===== src/rtl/rect_adc_pkg.sv =====
// Purpose: shared FSM state encoding and 100 MHz timing defaults for the rectifier ADC sequencer.
// Latency: n/a (constants and helpers only).
// Backpressure: n/a.
package rect_adc_pkg;

    localparam logic [1:0] ST_IDLE     = 2'd0;
    localparam logic [1:0] ST_START    = 2'd1;
    localparam logic [1:0] ST_WAIT_EOC = 2'd2;
    localparam logic [1:0] ST_CAPTURE  = 2'd3;

    // 100 kHz conversion rate, 40 ns CONVST, 5 us EOC budget at 100 MHz
    localparam int DEF_PERIOD       = 1000;
    localparam int DEF_CONVST_WIDTH = 4;
    localparam int DEF_TIMEOUT      = 500;

    // Width of a counter that must hold 0..n-1; never narrower than one bit.
    function automatic int cnt_width(input int n);
        return (n < 2) ? 1 : $clog2(n);
    endfunction

endpackage


===== src/rtl/sync_edge_detect.sv =====
// Purpose: 2-FF synchronizer plus one delay flop, giving a single-clock rising-edge pulse.
// Latency: 2-3 clocks from pin to rise, depending on where the pin edge lands.
// Backpressure: none; every synchronized edge produces exactly one pulse.
module sync_edge_detect (
    input  logic core_clk,
    input  logic arst_n,
    input  logic d,
    output logic rise
);

    logic s1;
    logic s2;
    logic s3;

    always_ff @(posedge core_clk or negedge arst_n) begin
        if (!arst_n) begin
            s1 <= 1'b0;
            s2 <= 1'b0;
            s3 <= 1'b0;
        end else begin
            s1 <= d;
            s2 <= s1;
            s3 <= s2;
        end
    end

    assign rise = s2 & ~s3;

endmodule


===== src/rtl/rect_adc_sequencer.sv =====
// Purpose: CONVST/EOC initiator for one 8-bit rectifier ADC; optional averaging under RECT_ADC_AVG_EN.
// Latency: o_valid rises 2 clocks after the synchronized EOC edge.
// Backpressure: none; a period tick arriving while busy is dropped and flagged as overrun.
module rect_adc_sequencer
    import rect_adc_pkg::*;
#(
    parameter int N_BIT        = 8,
    parameter int PERIOD       = DEF_PERIOD,
    parameter int CONVST_WIDTH = DEF_CONVST_WIDTH,
    parameter int TIMEOUT      = DEF_TIMEOUT,
    parameter int AVG_LOG2     = 2
) (
    input  logic             i_clock,
    input  logic             i_RESET,
    input  logic             i_enable,
    input  logic             i_clear_err,
    input  logic             i_eoc,
    input  logic [N_BIT-1:0] i_data,
    output logic             o_convst,
    output logic [N_BIT-1:0] o_data,
    output logic             o_valid,
    output logic             o_busy,
    output logic             o_timeout,
    output logic             o_overrun
);

    localparam int PW = cnt_width(PERIOD);
    localparam int CW = cnt_width(CONVST_WIDTH);
    localparam int TW = cnt_width(TIMEOUT);

    logic [1:0]       state;
    logic [PW-1:0]    period_cnt;
    logic [CW-1:0]    cw_cnt;
    logic [TW-1:0]    to_cnt;
    logic [N_BIT-1:0] cap_dat;
    logic             tick;
    logic             eoc_rise;
    logic             timeout_evt;
    logic             overrun_evt;

    sync_edge_detect u_eoc_sync (
        .core_clk (i_clock),
        .arst_n   (i_RESET),
        .d        (i_eoc),
        .rise     (eoc_rise)
    );

    // Free-running regardless of enable so start times stay phase-locked.
    always_ff @(posedge i_clock or negedge i_RESET) begin
        if (!i_RESET) begin
            period_cnt <= '0;
        end else if (period_cnt == PW'(PERIOD - 1)) begin
            period_cnt <= '0;
        end else begin
            period_cnt <= period_cnt + PW'(1);
        end
    end

    assign tick        = (period_cnt == PW'(PERIOD - 1));
    assign timeout_evt = (state == ST_WAIT_EOC) && !eoc_rise && (to_cnt == TW'(TIMEOUT - 1));
    assign overrun_evt = tick && (state != ST_IDLE);
    assign o_busy      = (state != ST_IDLE);

    always_ff @(posedge i_clock or negedge i_RESET) begin
        if (!i_RESET) begin
            state    <= ST_IDLE;
            cw_cnt   <= '0;
            to_cnt   <= '0;
            o_convst <= 1'b0;
            cap_dat  <= '0;
        end else begin
            case (state)
                ST_IDLE: begin
                    if (tick && i_enable) begin
                        state    <= ST_START;
                        o_convst <= 1'b1;
                        cw_cnt   <= '0;
                    end
                end
                ST_START: begin
                    if (cw_cnt == CW'(CONVST_WIDTH - 1)) begin
                        state    <= ST_WAIT_EOC;
                        o_convst <= 1'b0;
                        to_cnt   <= '0;
                    end else begin
                        cw_cnt <= cw_cnt + CW'(1);
                    end
                end
                ST_WAIT_EOC: begin
                    // i_data is guaranteed stable while EOC is high, so it is safe to sample here
                    if (eoc_rise) begin
                        state   <= ST_CAPTURE;
                        cap_dat <= i_data;
                    end else if (timeout_evt) begin
                        state <= ST_IDLE;
                    end else begin
                        to_cnt <= to_cnt + TW'(1);
                    end
                end
                ST_CAPTURE: begin
                    state <= ST_IDLE;
                end
                default: begin
                    state <= ST_IDLE;
                end
            endcase
        end
    end

    // Sticky flags: a set in the same clock as a clear must not be lost.
    always_ff @(posedge i_clock or negedge i_RESET) begin
        if (!i_RESET) begin
            o_timeout <= 1'b0;
            o_overrun <= 1'b0;
        end else begin
            if (timeout_evt) begin
                o_timeout <= 1'b1;
            end else if (i_clear_err) begin
                o_timeout <= 1'b0;
            end
            if (overrun_evt) begin
                o_overrun <= 1'b1;
            end else if (i_clear_err) begin
                o_overrun <= 1'b0;
            end
        end
    end

`ifdef RECT_ADC_AVG_EN
    localparam int AW = N_BIT + AVG_LOG2;

    logic [AW-1:0]       acc;
    logic [AW-1:0]       acc_sum;
    logic [AVG_LOG2-1:0] smp_cnt;

    assign acc_sum = acc + AW'(cap_dat);

    always_ff @(posedge i_clock or negedge i_RESET) begin
        if (!i_RESET) begin
            acc     <= '0;
            smp_cnt <= '0;
            o_data  <= '0;
            o_valid <= 1'b0;
        end else begin
            o_valid <= 1'b0;
            if (state == ST_CAPTURE) begin
                if (smp_cnt == {AVG_LOG2{1'b1}}) begin
                    o_data  <= acc_sum[AW-1:AVG_LOG2];
                    o_valid <= 1'b1;
                    acc     <= '0;
                    smp_cnt <= '0;
                end else begin
                    acc     <= acc_sum;
                    smp_cnt <= smp_cnt + AVG_LOG2'(1);
                end
            end else if (timeout_evt || ((state == ST_IDLE) && !i_enable)) begin
                // A lost sample would bias the average, so restart the window.
                acc     <= '0;
                smp_cnt <= '0;
            end
        end
    end
`else
    always_ff @(posedge i_clock or negedge i_RESET) begin
        if (!i_RESET) begin
            o_data  <= '0;
            o_valid <= 1'b0;
        end else begin
            o_valid <= (state == ST_CAPTURE);
            if (state == ST_CAPTURE) begin
                o_data <= cap_dat;
            end
        end
    end
`endif

endmodule


===== config.mk =====
export PLATFORM = sky130hd
export DESIGN_NAME = rect_adc_sequencer
export DESIGN_NICKNAME = d
export VERILOG_FILES = /design/src/rtl/rect_adc_pkg.sv /design/src/rtl/sync_edge_detect.sv /design/src/rtl/rect_adc_sequencer.sv
export SDC_FILE = /design/constraint.sdc
export NUM_CORES = 1
export LEC_CHECK = 0
export ABC_AREA = 1
export BUFFER_PORTS_ARGS = -buffer_cell sky130_fd_sc_hd__buf_2
export CAP_MARGIN = 10
export CORE_MARGIN = 1
export CORE_UTILIZATION = 55
export DETAILED_ROUTE_END_ITERATION = 10
export GPL_TIMING_DRIVEN = 0
export HOLD_SLACK_MARGIN = 0.03
export PLACE_DENSITY = 0.76
export SYNTH_ARGS = -nofsm -noshare
export SYNTH_HDL_FRONTEND = slang
export SYNTH_SLANG_ARGS = --single-unit

===== constraint.sdc =====
create_clock -name i_clock -period 2.4 [get_ports i_clock]
set_input_delay 0.72 -clock i_clock [delete_from_list [all_inputs] [get_ports i_clock]]
set_output_delay 0.72 -clock i_clock [all_outputs]
set_load 0.05 [all_outputs]

### Word level (Yosys, flattened, before mapping)

Cells that the tools add are included.

* flip-flop bits (word level): 46
* input bits: 13
* output and inout port bits: 13

* add/subtract/negate cells: 3
* equality and inequality tests: 12
* muxes and demuxes: 19
* bitwise operators: 2
* reduce and logical (&&, ||, !) cells: 16

Operators with widths (count)
* $mux W9: 3
* $pmux W9 S2: 1
* $mux W2: 6
* $add A10 B1 Y10 const B: 1
* $eq A10 B10 Y1 const B: 1
* $mux W10: 1
* $ne A2 B2 Y1 const B: 5
* $reduce_bool A2 Y1: 5
* $add A9 B1 Y9 const B: 1
* $eq A9 B9 Y1 const B: 1
* $reduce_and A3 Y1: 3
* $pmux W2 S4: 1
* $eq A2 B2 Y1 const B: 3
* $mux W1: 5
* $logic_and A1 B1 Y1: 4
* $pmux W2 S2: 1
* $reduce_and A4 Y1: 1
* $ne A3 B3 Y1 const B: 1
* $add A2 B1 Y2 const B: 1
* $eq A2 B1 Y1 const B: 1
* $logic_not A2 Y1: 1
* $pmux W1 S2: 1
* $reduce_and A2 Y1: 1
* $and A1 B1 Y1: 1
* 2 further kinds: 2

### Longest topological paths before layout

* word-level depth: 8
* mapped depth: 9
* gate-level depth less buffers: 9

### Hierarchy

A second synthesis with hierarchy kept.

* cell total of the unflattened synthesis: 252
* area total of the unflattened synthesis: 2150.8 um^2

Modules (own cells, without submodules)
* rect_adc_sequencer: instances 1, cells an instance 247, area each 2065.7 um^2, sequential area each 1076.0 um^2
* sync_edge_detect: instances 1, cells an instance 5, area each 85.1 um^2, sequential area each 75.1 um^2

### Worst setup path before layout

Ideal clock, no wire load.

* path type: register -> output
* from: reg state[1]
* to: out o_busy
* data arrival time: 0.879 ns
* required time: 1.680 ns
* setup slack: 0.801 ns
* stages on the path, launching flop included: 3
* path buffers: 0
* cell sequence: dfrtp_1 -> nor2_1 -> inv_1

* cells in the longest elaborated chain, start to end: 1

Ends and longest elaborated chain
* start, declared: line rect_adc_sequencer.sv:31 `logic [1:0] state;`
* start signal, assigned: line rect_adc_sequencer.sv:66 `state <= ST_IDLE;`
* start signal, assigned: line rect_adc_sequencer.sv:75 `state <= ST_START;`
* start signal, assigned: line rect_adc_sequencer.sv:82 `state <= ST_WAIT_EOC;`
* $reduce_bool A2 Y1: line rect_adc_sequencer.sv:62 `assign o_busy = (state != ST_IDLE);`
* end, declared: line rect_adc_sequencer.sv:22 `output logic o_busy,`

Every way passes these cells.

### Final worst setup path

Ends and elaborated chain as after synthesis.

==> metrics.md <==
| Metric | Value |
|---|---|
| Reg-to-reg endpoint | to_cnt[2] |
| FFs w/ async S/R, synth | 1.00 |
| Largest net degree at the start of global routing | between 40 and 50 |
| Dpl cells | between 300 and 400 |
| Num CTS Buffers | 5 |
| Die width | approximately 65 microns |
| Sequential fraction of design power | 0.554 |
| Critical path required time | 1.68 ns |
| Final wirelength | slightly below 4000 microns |
| NetSw | ~320 uW |
| Critical path, cell by cell | nor2_1, inv_1, buf_2 |
| Grt ovf | 0 |
| Post-synth cell types | 27 |
| RSZ-0062 raised after global routing | no |
| I/O pin cnt | 26 |
| WL/cell | between 10 and 15 microns |
| Multiplexer share of the synthesized area | 0.00694 |
| Achievable Freq | a little under 500 MHz |
| Fin. Hold Viols | 0 |
| Nets | 300 |
| Die Height | roughly 65 microns |
| Syn Nets | ~270 |
| Seq/Total Area, Yosys | 0.532 |
| Global-route wire length before repair | around 6700 microns |
| Rows | 22 |
| Max_slew headroom | 0.358 |
| Reg2reg path depth | 8 |
| Power Density | ~580 nW/um^2 |
| Share of layout cells above drive strength 1 | 0.182 |
| Fin crit period | ~2.1 ns |
| Area of the multi-input gates | between 800 and 900 sq um |
| Layout area overhead | 13.6% |
| Synth Instances | between 200 and 300 |
| Worst min path class | register to register |
| Yosys warnings | 0 |
| Worst hold start | u_eoc_sync.s1 |
| Post-synth EDFFs | 0 |
| Status | completed |
| Met1 Use GR | 0.281 |
| WHS Path Cells | 0 |
| CP Max Fanout | 5 |
| Diodes inserted | 0 |
| Max-Cap Viols | 0 |
| Worst-path clk slew | approximately 0.080 ns |
| Final GP Congestion | between 0.7 and 0.8 |
| Setup crit start kind | register |
| Critical path capture point type | primary output |
| Synth Area in Compound Gates | 0.0775 |
| Sw Ratio | 0.221 |
| Number of I/O port buffers | 25 |
| Register Area | 1150 sq um |
| Initial core utilization | 0.582 |
| Antenna-violating nets left | 0 |
| Clk buf depth | 2 |
| Register bit total from synthesis | 46 |
| Clock Sinks | 46 |
| Initial antenna violation count | 0 |
| Met2 Resource Use GR | 0.345 |
| Die area | around 4200 sq um |
| Comb power frac | 0.050 |
| Kind of critical path | register to primary output |
| Post_cts resized | 0 |
| Final period util | 0.861 |
| Worst path max stage delay | ~0.46 ns |
| Setup slack, reg-to-reg | 0.79 ns |
| H-tree levels | 2 |
| Post-Synth Simple-Gate Area | 0.281 |
| CTS tree | built |
| LEAKAGE | 0.00125 uW |
| Primary FF master, synth | dfrtp_1 |
| Synthesized area per cell | approximately 8.6 sq um |
| GR peak layer | met2 |
| IR drop worst, VDD | 0.373 mV |
| Number of fill cells | about 330 |
| Clock share of power | 0.395 |
| Met3 usage | 0.0563 |
| Least-Margin Pin Slew | between 0.9 and 1 ns |
| Slew Viols, Final | 0 |
| Vias | 1676 |
| Latest clock arrival within the worst-skew pair | around 0.3 ns |
| Clk root buf | clkbuf_8 |
| Initial DRC Count | 102 |
| Fraction of synthesized cell area in xor and xnor cells | 0.0202 |
| Post-CTS Setup Repair Bufs | 0 |
| Vias in the first global route | about 1500 |
| R2r startpoint | to_cnt[0] |
| First-pass iteration count of the detailed router | 4 |
| Crit path launch | state[1] |
| # hold bufs at CTS | 0 |
| TNS Setup | 0 ns |
| Largest family of logic cells by synthesized area | simple AND/OR/NAND/NOR gates |
| Synth Area in Adders | 0.0174 |
| Dpl hpwl | between 2000 and 3000 microns |
| Worst path slowest cell | dfrtp_1 |
| Via density | 5.03 |
| Core area | 3720 sq um |
| Non-Filler Instances | roughly 330 |
| Hold Path End | u_eoc_sync.s2 |
| Int Pwr | ~1100 uW |
| Number of remaining DRC errors | 0 |
| Netlist Area Pre-Place | roughly 2200 sq um |
| Worst Path Arrival | ~1.4 ns |
| Final setup vio count | 0 |
| Fin Clk Skew | about 0.0037 ns |
| All-Layer GR Usage | 0.215 |
## cell usage in the layout, fill, tap and decap left out, drive strengths merged, types with 2 or more instances in the layout
cell type / synthesis / layout
xnor2: 2 / 2
nand2: 67 / 67
o21ai: 13 / 13
xor2: 3 / 3
a21oi: 15 / 15
buf: 2 / 27
clkbuf: 0 / 6
ha: 3 / 3
nor3: 3 / 3
nand3: 21 / 21
nor2: 36 / 36
inv: 33 / 33
nand4: 3 / 3
dfrtp: 46 / 46
## Yosys cell counts, types with 3 or more instances
cell	n	area [sq um]
nand2_1	60	225
ha_1	3	37.5
a21oi_1	14	70.1
dfrtp_1	46	1150
o21ai_0	12	60.1
xor2_1	3	26.3
nor3_1	3	15.0
nor2_1	30	113
nor2_2	3	18.8
inv_1	31	116
nand4_1	3	18.8
nand2_4	4	45.0
nand2_2	3	18.8
nand3_1	21	105
## metal layers
metal	vias to the layer above	wire length (microns)
met5	-	0
met4	0	59
met3	8	164
met2	37	1840
met1	773	1860
li1	858	-
## cell type report
class / instances / area share
clock inverter: 2 / 0.0153
clock buffer: 6 / 0.0295
tap: 48 / 0.0244
inverter: 33 / 0.0504
timing repair buffer: 25 / 0.0509
buffer: 2 / 0.00662
sequential: 46 / 0.468
multi-input combinational: 171 / 0.355
## metrics by stage
stage / cell area [sq um] / hold slack (ns) / utilization / power (uW) / setup WS (ns)
after global placement: 2350 / 0.332 / 0.632 / 886 / 0.641
after CTS: 2460 / 0.365 / 0.662 / 1450 / 0.319
after detailed placement: 2350 / 0.346 / 0.632 / 887 / 0.659
final: 2460 / 0.362 / 0.662 / 1440 / 0.333
after floorplan: 2160 / 0.331 / - / 852 / 0.801
after global routing: 2460 / 0.366 / 0.662 / 1500 / 0.235
## power by group through the flow
stage | registers, uW | clock network (uW) | logic, uW
3_5_place_dp | 813 | 0 | 74.3
6_report | 797 | 568 | 72.3
2_1_floorplan | 837 | 0 | 15.0
4_1_cts | 797 | 583 | 74.4
5_1_grt | 799 | 615 | 81.1
3_3_place_gp | 812 | 0 | 73.7
## logic make-up after synthesis
group,Yosys count
mux,1
compound gates,31
xor+xnor,5
fa+ha+maj,3
flops,46
buf+inv,35
simple gates,131
## worst max path at each step
stage               slack [ns]     end
floorplan                 0.80  o_busy
global placement          0.64  o_busy
detailed placement        0.66  o_busy
CTS                       0.32  o_busy
global route              0.23  o_busy
finish                    0.33  o_busy
## sequential cells by signal (all words and copies together) (netlist names)
register and cells:
o_data 8, u_eoc_sync.s2 1, o_overrun 1, o_convst 1
cw_cnt 2, state 2, to_cnt 9, o_timeout 1
u_eoc_sync.s1 1, cap_dat 8, u_eoc_sync.s3 1, period_cnt 10
o_valid 1
## worst max-delay path: cells and delay by family (launching register included)
family,cells,cell delay [ns]
buffers and inverters,2,0.31
and+or+nand+nor,1,0.28
DFF,1,0.46
No activity file was read; power rests on OpenSTA's default activity.
